<file path="config.mk">
export PLATFORM = sky130hd
export DESIGN_NAME = riscv_core_immgen_stage
export DESIGN_NICKNAME = d
export VERILOG_FILES = /design/src/rtl/riscv_core_imm_pkg.sv /design/src/rtl/riscv_core_immgen_comb.sv /design/src/rtl/riscv_core_immgen_stage.sv
export SDC_FILE = /design/constraint.sdc
export NUM_CORES = 1
export LEC_CHECK = 0
export BUFFER_PORTS_ARGS = -buffer_cell sky130_fd_sc_hd__buf_2
export CORE_MARGIN = 4
export CORE_UTILIZATION = 55
export CTS_CLUSTER_SIZE = 25
export DETAILED_ROUTE_END_ITERATION = 8
export PLACE_DENSITY = 0.83
export SLEW_MARGIN = 20
export SYNTH_ARGS = -nofsm -noshare
export SYNTH_HDL_FRONTEND = slang
export SYNTH_SLANG_ARGS = --single-unit
</file>
<file path="constraint.sdc">
create_clock -name i_clk -period 8.7 [get_ports i_clk]
set_input_delay 1.305 -clock i_clk [delete_from_list [all_inputs] [get_ports i_clk]]
set_output_delay 1.305 -clock i_clk [all_outputs]
set_load 0.05 [all_outputs]
</file>
<file path="src/rtl/riscv_core_imm_pkg.sv">
// riscv_core_imm_pkg: immediate format encodings, opcodes and opcode-to-format resolution
package riscv_core_imm_pkg;
    localparam logic [2:0] IMM_I    = 3'b000;
    localparam logic [2:0] IMM_S    = 3'b001;
    localparam logic [2:0] IMM_B    = 3'b010;
    localparam logic [2:0] IMM_J    = 3'b011;
    localparam logic [2:0] IMM_U    = 3'b100;
    localparam logic [2:0] IMM_ZERO = 3'b101;
    localparam logic [2:0] IMM_ZIMM = 3'b110;
    localparam logic [2:0] IMM_AUTO = 3'b111;

    localparam logic [6:0] OP_IMM    = 7'b0010011;
    localparam logic [6:0] OP_LOAD   = 7'b0000011;
    localparam logic [6:0] OP_JALR   = 7'b1100111;
    localparam logic [6:0] OP_FENCE  = 7'b0001111;
    localparam logic [6:0] OP_IMM32  = 7'b0011011;
    localparam logic [6:0] OP_STORE  = 7'b0100011;
    localparam logic [6:0] OP_BRANCH = 7'b1100011;
    localparam logic [6:0] OP_JAL    = 7'b1101111;
    localparam logic [6:0] OP_LUI    = 7'b0110111;
    localparam logic [6:0] OP_AUIPC  = 7'b0010111;
    localparam logic [6:0] OP_SYSTEM = 7'b1110011;
    localparam logic [6:0] OP_REG    = 7'b0110011;
    localparam logic [6:0] OP_REG32  = 7'b0111011;

    // Returns {fmt, illegal}; the 32-bit-word opcodes are only legal on RV64.
    function automatic logic [3:0] resolve_fmt(input logic [6:0] op, input logic f3_msb, input int xlen);
        logic [3:0] r;
        logic rv64;
        rv64 = (xlen == 64);
        case (op)
            OP_IMM, OP_LOAD, OP_JALR, OP_FENCE: r = {IMM_I, 1'b0};
            OP_IMM32:                           r = rv64 ? {IMM_I, 1'b0} : {IMM_ZERO, 1'b1};
            OP_STORE:                           r = {IMM_S, 1'b0};
            OP_BRANCH:                          r = {IMM_B, 1'b0};
            OP_JAL:                             r = {IMM_J, 1'b0};
            OP_LUI, OP_AUIPC:                   r = {IMM_U, 1'b0};
            OP_SYSTEM:                          r = {f3_msb ? IMM_ZIMM : IMM_I, 1'b0};
            OP_REG:                             r = {IMM_ZERO, 1'b0};
            OP_REG32:                           r = {IMM_ZERO, !rv64};
            default:                            r = {IMM_ZERO, 1'b1};
        endcase
        return r;
    endfunction
endpackage

</file>
<file path="src/rtl/riscv_core_immgen_comb.sv">
// riscv_core_immgen_comb: combinational format-to-immediate extender
module riscv_core_immgen_comb
    import riscv_core_imm_pkg::*;
#(
    parameter int XLEN = 64
) (
    input  logic [31:0]     instr,
    input  logic [2:0]      fmt,
    output logic [XLEN-1:0] imm
);
    logic [31:0] imm32;

    // Build the 32-bit immediate; zero and zimm have bit 31 clear so a plain sign extension covers every format.
    always_comb begin
        imm32 = fmt == IMM_I    ? {{20{instr[31]}}, instr[31:20]} :
                fmt == IMM_S    ? {{20{instr[31]}}, instr[31:25], instr[11:7]} :
                fmt == IMM_B    ? {{19{instr[31]}}, instr[31], instr[7], instr[30:25], instr[11:8], 1'b0} :
                fmt == IMM_J    ? {{11{instr[31]}}, instr[31], instr[19:12], instr[20], instr[30:21], 1'b0} :
                fmt == IMM_U    ? {instr[31:12], 12'b0} :
                fmt == IMM_ZIMM ? {27'b0, instr[19:15]} :
                                  32'b0;
    end

    assign imm = XLEN'($signed(imm32));
endmodule

</file>
<file path="src/rtl/riscv_core_immgen_stage.sv">
// riscv_core_immgen_stage: registered immediate generation with valid/ready handshake and optional skid buffer
module riscv_core_immgen_stage
    import riscv_core_imm_pkg::*;
#(
    parameter int XLEN  = 64,
    parameter int TAG_W = 32,
    parameter int SKID  = 1
) (
    input  logic             i_clk,
    input  logic             i_rst,
    input  logic             i_immgen_flush,
    input  logic             i_immgen_valid,
    output logic             o_immgen_ready,
    input  logic [31:0]      i_immgen_instr,
    input  logic [2:0]       i_immgen_immsrc,
    input  logic [TAG_W-1:0] i_immgen_tag,
    output logic             o_immgen_valid,
    input  logic             i_immgen_out_ready,
    output logic [XLEN-1:0]  o_immgen_imm,
    output logic [2:0]       o_immgen_fmt,
    output logic             o_immgen_illegal,
    output logic [TAG_W-1:0] o_immgen_tag
);
    logic [3:0]       dec;
    logic [2:0]       fmt_in;
    logic             ill_in;
    logic [XLEN-1:0]  imm_in;
    logic             skid_valid;
    logic [XLEN-1:0]  skid_imm;
    logic [2:0]       skid_fmt;
    logic             skid_ill;
    logic [TAG_W-1:0] skid_tag;
    logic             in_fire;
    logic             out_fire;
    logic             load_main;
    logic             load_skid;

    assign dec = resolve_fmt(i_immgen_instr[6:0], i_immgen_instr[14], XLEN);

    // Explicit selects pass straight through and are never illegal; auto mode uses the opcode decode.
    always_comb begin
        fmt_in = i_immgen_immsrc == IMM_AUTO ? dec[3:1] : i_immgen_immsrc;
        ill_in = i_immgen_immsrc == IMM_AUTO ? dec[0] : 1'b0;
    end

    riscv_core_immgen_comb #(.XLEN(XLEN)) u_ext (
        .instr (i_immgen_instr),
        .fmt   (fmt_in),
        .imm   (imm_in)
    );

    assign o_immgen_ready = SKID != 0 ? !skid_valid : (!o_immgen_valid || i_immgen_out_ready);
    assign in_fire        = i_immgen_valid && o_immgen_ready;
    assign out_fire       = o_immgen_valid && i_immgen_out_ready;
    assign load_main      = !o_immgen_valid || out_fire;
    assign load_skid      = SKID != 0 && in_fire && o_immgen_valid && !out_fire;

    // Occupancy: the skid entry refills main first, so an input can only reach main when skid is empty.
    always_ff @(posedge i_clk or posedge i_rst) begin
        if (i_rst) begin
            o_immgen_valid <= 1'b0;
            skid_valid     <= 1'b0;
        end else if (i_immgen_flush) begin
            o_immgen_valid <= 1'b0;
            skid_valid     <= 1'b0;
        end else begin
            if (load_main) o_immgen_valid <= skid_valid || in_fire;
            if (load_skid) skid_valid <= 1'b1;
            else if (out_fire) skid_valid <= 1'b0;
        end
    end

    // Payload registers only change when a new entry lands, keeping stalled output data stable.
    always_ff @(posedge i_clk or posedge i_rst) begin
        if (i_rst) begin
            o_immgen_imm     <= '0;
            o_immgen_fmt     <= '0;
            o_immgen_illegal <= 1'b0;
            o_immgen_tag     <= '0;
            skid_imm         <= '0;
            skid_fmt         <= '0;
            skid_ill         <= 1'b0;
            skid_tag         <= '0;
        end else begin
            if (load_main && (skid_valid || in_fire)) begin
                o_immgen_imm     <= skid_valid ? skid_imm : imm_in;
                o_immgen_fmt     <= skid_valid ? skid_fmt : fmt_in;
                o_immgen_illegal <= skid_valid ? skid_ill : ill_in;
                o_immgen_tag     <= skid_valid ? skid_tag : i_immgen_tag;
            end
            if (load_skid) begin
                skid_imm <= imm_in;
                skid_fmt <= fmt_in;
                skid_ill <= ill_in;
                skid_tag <= i_immgen_tag;
            end
        end
    end
endmodule
</file>
==> flow_summary.toml, run 1 <==
[outcome]
status = "completed"

[routing]
via_per_inst = 5.39
drtIter0Drc = 598
ant_nets = 0
routed_wl_um = 15400
drt_pass1_iterations = 5
wl_per_cell_um = 15.6
drc_errors = 0
num_vias = 5347

[synthesis]
synth_top_cell_area_share = 0.535
synth_nets = 785
synthCells = 713
synth-xor-area-share = 0.00562
synth_fa_ha_area_frac = 0.00155
netlist-cell-type-count = 45
synth_top_family_by_area = "simple AND/OR/NAND/NOR gates"
yosysSeqAreaShare = 0.535
synth_compound_area_frac = 0.146
ys_top_cells_by_area = "dfrtp_1, nand2_1, mux2i_1, o21ai_0, a21oi_1"
syn_area_um2 = 6450
synth-simple-area-share = 0.177
synth_top_cell_by_area = "dfrtp_1"
syn_area_per_cell_um2 = 9.05
synthMuxAreaShare = 0.0630
ys_ff_latch = 138
ys_warn_count = 0

[job]
cap_violations = 0

[worst_setup_path]
crit_path_end_kind = "flop"
crit_family = "compound AO/OA/AOI/OAI gates"
crit_type = "in -> reg"
max_stage_delay_ns = 0.65
crit_chain = "buf_2, or2b_1, o21ai_0, a221oi_2, o31a_1, nor3_4, a21o_2, nand2_1, a211oi_1"
r2r_setup_slack_ns = 5.80
cp.buffers_inverters = 1
cp.arrival_ns = 3.75
worst-path-max-fanout = 23
start_kind = "primary input"
cp.required_ns = 9.00
slowest_stage = "nor3_4"

[place]
portBuffers = 173
place_hpwl_um = 10400
routabilityCongestion = 0.871
dp.cells = 959

[sta]
tightest_slew_ns = 1.04
skew_ns = 0.00854
relSlewSlack = 0.309
setup_viol = 0
period_share = 0.397
finalHoldViolCount = 0
rsz0062_at_grt = "false"
max_freq_ghz = 0.290
fin_crit_ns = 3.45
finalMaxSlewViolations = 0
tns_ns = 0

[die]
start_util = 0.563
ios = 174
dieArea_um2 = 13500
die_w_um = 116
core_area_um2 = 11500
die-height_um = 116
rows = 39

[global_routing]
grt_max_degree = 77
antenna_found_initial = 0
grt.total_usage = 0.233
grtUsageMet1 = 0.340
use_met2 = 0.352
grt_pass1_vias = 4991
grt-ovfl-total = 0
grt_pass1_wl_um = 24900
grt.busiest_layer = "met2"
use_met3 = 0.0653

[clock_tree]
clockRootBuffer = "clkbuf_16"
postCtsResizedCells = 0
postCtsSetupRepairBufs = 0
cts_num_sinks = 138
htree_levels = 4
clock_latency_ns = 0.41
cts_tree = "done"
cts_inserted_buffers = 17
postCtsHoldBufs = 0
ctsLongestPathBuffers = 2
clk_pin_slew_ns = 0.05

[cells_and_area]
syn_to_final_growth_pct = 19.8
mostFrequentLayoutCell = "nand2_1"
final_cell_mix = "nand2_1, buf_2, dfrtp_1"
drive_above_1_share = 0.270
nets = 908
fin_cells = 992
antennaDiodeCount = 0

[power]
static-leakage-power_nw = 3.78
ir_drop_v = 0.000160
power_mw = 2.13
powerDensity_nw_per_um2 = 275

[min_path]
hold_class = "reg -> reg"
## power breakdown
part / internal (mW) / switching, mW / total [mW] / leakage [nW]
Sequential: 0.768 / 0.0703 / 0.838 / 1.71
Clock: 0.422 / 0.257 / 0.678 / 0.273
Combinational: 0.149 / 0.461 / 0.610 / 1.80
Total: 1.34 / 0.788 / 2.13 / 3.78
## layout make-up
| cell class | instances | area (um^2) |
|---|---|---|
| clock buffer | 25 | 495 |
| clock inverter | 7 | 65.1 |
| fill | 900 | 3740 |
| inverter | 4 | 20.0 |
| multi-input combinational | 493 | 2560 |
| sequential | 138 | 3450 |
| tap | 143 | 179 |
| timing repair buffer | 182 | 953 |
## cells in the mapped netlist, drive strengths merged
master    n
o221ai    1
o31a      1
mux2      4
o22ai     5
and3      3
a21oi    53
clkinv    1
maj3      1
dfrtp   138
o31ai     3
buf      46
a32oi     1
nor3     12
a31oi     2
a211oi    9
xor2      1
nand3b    1
nand2   203
nand3     6
mux2i    35
clkbuf   32
o21ai    86
a22oi     4
o21a      1
o211ai    1
and2      1
nand2b    1
or4b      1
inv       3
a21o      1
nand4     1
or2b      1
nor2     49
xnor2     1
a221oi    1
nor2b     3
## worst paths after layout
kind | start | endpoint | depth (start not counted)
hold reg to reg | skid_tag[23] | skid_tag[23] | 2
setup reg to reg | skid_valid | skid_imm[23] | 7
min in group asynchronous | i_rst | o_immgen_tag[8] | 2
hold / removal | skid_tag[23] | skid_tag[23] | 2
setup / recovery | i_immgen_instr[2] | o_immgen_imm[17] | 9
max in group asynchronous | i_rst | skid_valid | 3
## flip-flops by register name, summed over array words and instances (netlist names)
name	cells
skid_imm	32
o_immgen_fmt	3
skid_valid	1
o_immgen_illegal	1
skid_ill	1
o_immgen_tag	32
skid_tag	32
skid_fmt	3
o_immgen_imm	32
o_immgen_valid	1
## worst register-to-register path: stages (launching register included)
cell,delay [ns]
dfrtp_2,0.34
buf_4,0.67
clkinv_1,0.30
buf_4,0.30
nand3_2,0.08
buf_4,0.51
a21oi_1,0.39
a21oi_1,0.22
## logic make-up after synthesis
family | after synthesis
adders and majority gates | 1
xor gates and xnor gates | 2
buffers and inverters | 82
AOI/OAI and AO/OA | 169
and+or+nand+nor | 282
muxes | 39
DFF | 138
## per-layer routing
| metal | vias to the layer above | wire (um) | share of wire |
|---|---|---|---|
| met3 | 13 | 1550 | 0.10 |
| met2 | 239 | 7030 | 0.46 |
| met4 | 0 | 129 | 0.0084 |
| li1 | 2621 | - | - |
| met1 | 2474 | 6730 | 0.44 |
| met5 | - | 0 | 0 |
## metrics by stage
stage	instance area (um^2)	utilization	hold slack [ns]	setup slack [ns]
finish	7730	0.674	0.470	5.25
floorplan	6450	-	0.439	3.70
CTS	7700	0.671	0.476	5.28
global route	7730	0.674	0.496	5.09
detailed placement	7140	0.623	0.463	4.85
global placement	7140	0.623	0.453	4.97
(Power assumes the default switching activity.)
==> run 2: changes to the inputs <==
--- a/config.mk
+++ b/config.mk
@@ -7,10 +7,10 @@
 export LEC_CHECK = 0
 export BUFFER_PORTS_ARGS = -buffer_cell sky130_fd_sc_hd__buf_2
 export CORE_MARGIN = 4
-export CORE_UTILIZATION = 55
+export CORE_UTILIZATION = 48
 export CTS_CLUSTER_SIZE = 25
 export DETAILED_ROUTE_END_ITERATION = 8
-export PLACE_DENSITY = 0.83
+export PLACE_DENSITY = 0.77
 export SLEW_MARGIN = 20
 export SYNTH_ARGS = -nofsm -noshare
 export SYNTH_HDL_FRONTEND = slang
==> constraint.sdc (replaced) <==
create_clock -name i_clk -period 3.1 [get_ports i_clk]
set_input_delay 0.465 -clock i_clk [delete_from_list [all_inputs] [get_ports i_clk]]
set_output_delay 0.465 -clock i_clk [all_outputs]
set_load 0.05 [all_outputs]
==> run 2 against run 1 <==
Effect of this change: sequential power grew to 2.8 times the previous value; global-route usage shrank 1.8 points; wire length grew 3.7%; die area grew 14%; flip-flop and latch count is the same; core utilization shrank 7.3 points; combinational power grew to 2.8 times the previous value; clock skew shrank 0.0013 ns; non-clock buffer count grew 13; clock-buffer cell count is the same.
==> flow_summary.toml, run 2 (same netlist as run 1, synthesis figures left out) <==
[die]
core_area_um2 = 13200
ios = 174
die-height_um = 124
dieArea_um2 = 15400
die_w_um = 124
rows = 42
start_util = 0.489

[routing]
drtIter0Drc = 305
drt_pass1_iterations = 5
routed_wl_um = 16000
via_per_inst = 5.15
num_vias = 5347
wl_per_cell_um = 15.4
drc_errors = 0
ant_nets = 0

[clock_tree]
postCtsResizedCells = 0
ctsLongestPathBuffers = 2
clk_pin_slew_ns = 0.06
clock_latency_ns = 0.42
htree_levels = 4
postCtsSetupRepairBufs = 0
clockRootBuffer = "clkbuf_16"
postCtsHoldBufs = 0
cts_inserted_buffers = 17
cts_tree = "done"
cts_num_sinks = 138

[global_routing]
grt_pass1_vias = 5049
grt_pass1_wl_um = 25500
grt.total_usage = 0.215
grt_max_degree = 54
antenna_found_initial = 0
grt-ovfl-total = 0

[sta]
skew_ns = 0.00720
period_share = 0.733
rsz0062_at_grt = "false"
relSlewSlack = 0.382
fin_crit_ns = 2.27
tns_ns = 0
tightest_slew_ns = 0.923
setup_viol = 0
finalHoldViolCount = 0
max_freq_ghz = 0.440
finalMaxSlewViolations = 0

[place]
portBuffers = 173
routabilityCongestion = 0.838
place_hpwl_um = 11300
dpl_cell_area_um2 = 7330

[cells_and_area]
antennaDiodeCount = 0
drive_above_1_share = 0.282
nets = 921
final_cell_mix = "nand2_1, buf_2, dfrtp_1"
fin_area_um2 = 7920
syn_to_final_growth_pct = 22.8
mostFrequentLayoutCell = "nand2_1"

[worst_setup_path]
crit_start = "skid_valid"
start_kind = "flop"
crit_path_end_kind = "output port"
r2r_setup_slack_ns = 0.98
cp.required_ns = 2.63
worst-path-max-fanout = 30
cp.arrival_ns = 1.81
crit_type = "reg -> out"
worstReg2RegStart = "skid_valid"

[power]
powerDensity_nw_per_um2 = 769
static-leakage-power_nw = 3.86
ir_drop_v = 0.000584

[outcome]
status = "completed"

[min_path]
hold_class = "in -> async"

[job]
cap_violations = 0
-- run 2: where the power goes --
group	internal, mW	total [mW]	switching, mW
clock	1.29	2.01	0.728
sequential	2.15	2.36	0.204
combinational	0.432	1.72	1.29
-- run 2: routing by layer --
metal / track usage / part of all wire
met5: 0 / 0
met4: 0.0815 / 0.019
met3: 0.0504 / 0.071
met2: 0.340 / 0.47
met1: 0.289 / 0.44
-- run 2: path summary, 6_finish.rpt --
kind | to | cells after the start
worst max-delay path | o_immgen_ready | 3
worst min-delay path | skid_tag[30] | 2
worst max register to register | skid_tag[19] | 6
worst min register to register | o_immgen_tag[11] | 2
max in group asynchronous | skid_imm[15] | 3
min in group i_clk | o_immgen_valid | 2
-- run 2: final cells by class --
type                            instances  area (um^2)
Clock inverter                          7         87.6
Tap cell                              176          220
Clock buffer                           25          505
Sequential cell                       138         3450
Multi-Input combinational cell        493         2570
Timing Repair Buffer                  195         1070
Inverter                                4         18.8
Fill cell                            1151         5270
-- run 2: critical path: stages (launching register included) --
cell	delay, ns
dfrtp_2	0.72
clkinv_1	0.16
buf_4	0.25
buf_2	0.25
-- run 2: stage by stage --
| step | util | std cells | hold WS [ns] | setup slack, ns | total power, mW |
|---|---|---|---|---|---|
| detailed placement | 0.556 | 1006 | 0.458 | 0.441 | 4.12 |
| global placement | 0.556 | 1006 | 0.452 | 0.509 | 4.07 |
| CTS | 0.601 | 1038 | 0.107 | 0.814 | 6.14 |
| global route | 0.601 | 1038 | 0.142 | 0.705 | 6.38 |
| finish | 0.601 | 1038 | 0.107 | 0.827 | 6.09 |
| floorplan | - | 713 | 0.439 | 0.860 | 3.74 |
==> run 3: changes to the inputs <==
--- a/config.mk
+++ b/config.mk
@@ -7,10 +7,10 @@
 export LEC_CHECK = 0
 export BUFFER_PORTS_ARGS = -buffer_cell sky130_fd_sc_hd__buf_2
 export CORE_MARGIN = 4
-export CORE_UTILIZATION = 48
+export CORE_UTILIZATION = 53
 export CTS_CLUSTER_SIZE = 25
 export DETAILED_ROUTE_END_ITERATION = 8
-export PLACE_DENSITY = 0.77
+export PLACE_DENSITY = 0.8
 export SLEW_MARGIN = 20
 export SYNTH_ARGS = -nofsm -noshare
 export SYNTH_HDL_FRONTEND = slang
==> constraint.sdc (replaced) <==
create_clock -name i_clk -period 2.2 [get_ports i_clk]
set_input_delay 0.33 -clock i_clk [delete_from_list [all_inputs] [get_ports i_clk]]
set_output_delay 0.33 -clock i_clk [all_outputs]
set_load 0.05 [all_outputs]
==> run 3 against run 2 <==
Effect of this change: total power grew 44%; clock-buffer cell count is 7 lower; first-iteration DRC count is 70% higher; register-to-register slack worse by 0.61 ns; worst setup slack lost 0.70 ns; wire length rose by 1.6%; combinational power rose by 43%; hold slack lost 0.023 ns; core utilization is 6.6 points higher; clock skew up 0.0061 ns; cell area increased by 0.63%; largest cell class unchanged; largest power group unchanged.
==> flow_summary.toml, run 3 (same netlist as run 1, synthesis figures left out) <==
[outcome]
status = "completed"

[die]
core_area_um2 = 12000
die_w_um = 118
rows = 40
ios = 174
start_util = 0.539
dieArea_um2 = 14000
die-height_um = 118

[global_routing]
grt-ovfl-total = 0
use_met2 = 0.365
grt.busiest_layer = "met2"
grtUsageMet1 = 0.325
grt.total_usage = 0.234
grt_pass1_wl_um = 26500
grt_pass1_vias = 5371
use_met3 = 0.0536
antenna_found_initial = 0
grt_max_degree = 105

[routing]
routed_wl_um = 16300
wl_per_cell_um = 16.0
via_per_inst = 5.42
num_vias = 5506
drc_errors = 0
ant_nets = 0
drtIter0Drc = 519
drt_pass1_iterations = 5

[worst_setup_path]
cp.required_ns = 1.87
crit_family = "buffers and inverters"
cp.arrival_ns = 1.74
start_kind = "flop"
r2r_setup_slack_ns = 0.37
crit_type = "reg -> out"
crit_chain = "clkinv_1, buf_4, buf_2"
crit_path_end_kind = "output port"
ff2ff_path_depth = 4
worst-path-max-fanout = 15
cp.buffers_inverters = 3
max_stage_delay_ns = 0.42
worstReg2RegStart = "skid_valid"
slowest_stage = "dfrtp_2"
r2r-end = "skid_imm[5]"

[cells_and_area]
nets = 928
mostFrequentLayoutCell = "nand2_1"
syn_to_final_growth_pct = 23.6
antennaDiodeCount = 0
final_cell_mix = "nand2_1, buf_2, dfrtp_1"
fin_area_um2 = 7970
drive_above_1_share = 0.291

[sta]
max_freq_ghz = 0.482
finalMaxSlewViolations = 0
period_share = 0.943
holdWs_ns = 0.0837
tns_ns = 0
layout_setup_ws_ns = 0.125
relSlewSlack = 0.445
setup_viol = 0
skew_ns = 0.0133
fin_crit_ns = 2.07
finalHoldViolCount = 0
tightest_slew_ns = 0.833
rsz0062_at_grt = "false"

[power]
powerDensity_nw_per_um2 = 1100
ir_drop_v = 0.000535
power_mw = 8.75
static-leakage-power_nw = 3.91

[place]
place_ws_ns = -0.215
portBuffers = 173
dpl_cell_area_um2 = 7350
place_hpwl_um = 10900
routabilityCongestion = 0.869

[clock_tree]
cts_tree = "done"
postCtsResizedCells = 0
postCtsSetupRepairBufs = 0
cts_num_sinks = 138
cts_inserted_buffers = 17
htree_levels = 4
postCtsHoldBufs = 0
ctsLongestPathBuffers = 2
clock_latency_ns = 0.41
clockRootBuffer = "clkbuf_16"
clk_pin_slew_ns = 0.06

[min_path]
hold_class = "in -> async"

[job]
cap_violations = 0
run 3: final cells by class:
cell class	count	area (um^2)
Clock inverter	14	184
Timing Repair Buffer	202	1130
Tap cell	147	184
Inverter	4	18.8
Fill cell	968	3990
Sequential cell	138	3450
Multi-Input combinational cell	493	2560
Clock buffer	18	439
run 3: metal layers:
metal	routed length, um	vias to the layer above
met1	7060	2602
met5	0	-
met4	255	0
met3	1350	16
li1	-	2642
met2	7620	246
run 3: report_power, final:
part	switching, mW	total (mW)	leakage (nW)	internal, mW
logic	1.84	2.46	1.90	0.617
clock network	1.14	2.98	0.299	1.84
registers	0.283	3.32	1.71	3.03
run 3: through the flow:
step / instances / utilization
final: 1016 / 0.667
after global routing: 1016 / 0.667
after CTS: 1016 / 0.667
after detailed placement: 984 / 0.615
after global placement: 984 / 0.615
after floorplan: 713 / -
run 3: worst max path at each step:
stage / startpoint / endpoint / slack, ns / depth (start not counted)
2_1_floorplan: i_immgen_instr[3] / o_immgen_imm[1] / 0.1 / 10
3_3_place_gp: i_immgen_instr[2] / o_immgen_imm[18] / -0.14 / 8
3_5_place_dp: i_immgen_instr[2] / o_immgen_imm[12] / -0.22 / 8
4_1_cts: skid_valid / o_immgen_ready / 0.11 / 3
5_1_grt: i_immgen_instr[2] / o_immgen_imm[16] / 0.03 / 8
6_report: skid_valid / o_immgen_ready / 0.13 / 3
run 3: tightest hold or removal path, stage by stage:
cell and delay (ns):
buf_2 0.11, clkinvlp_4 0.08, buf_4 0.41
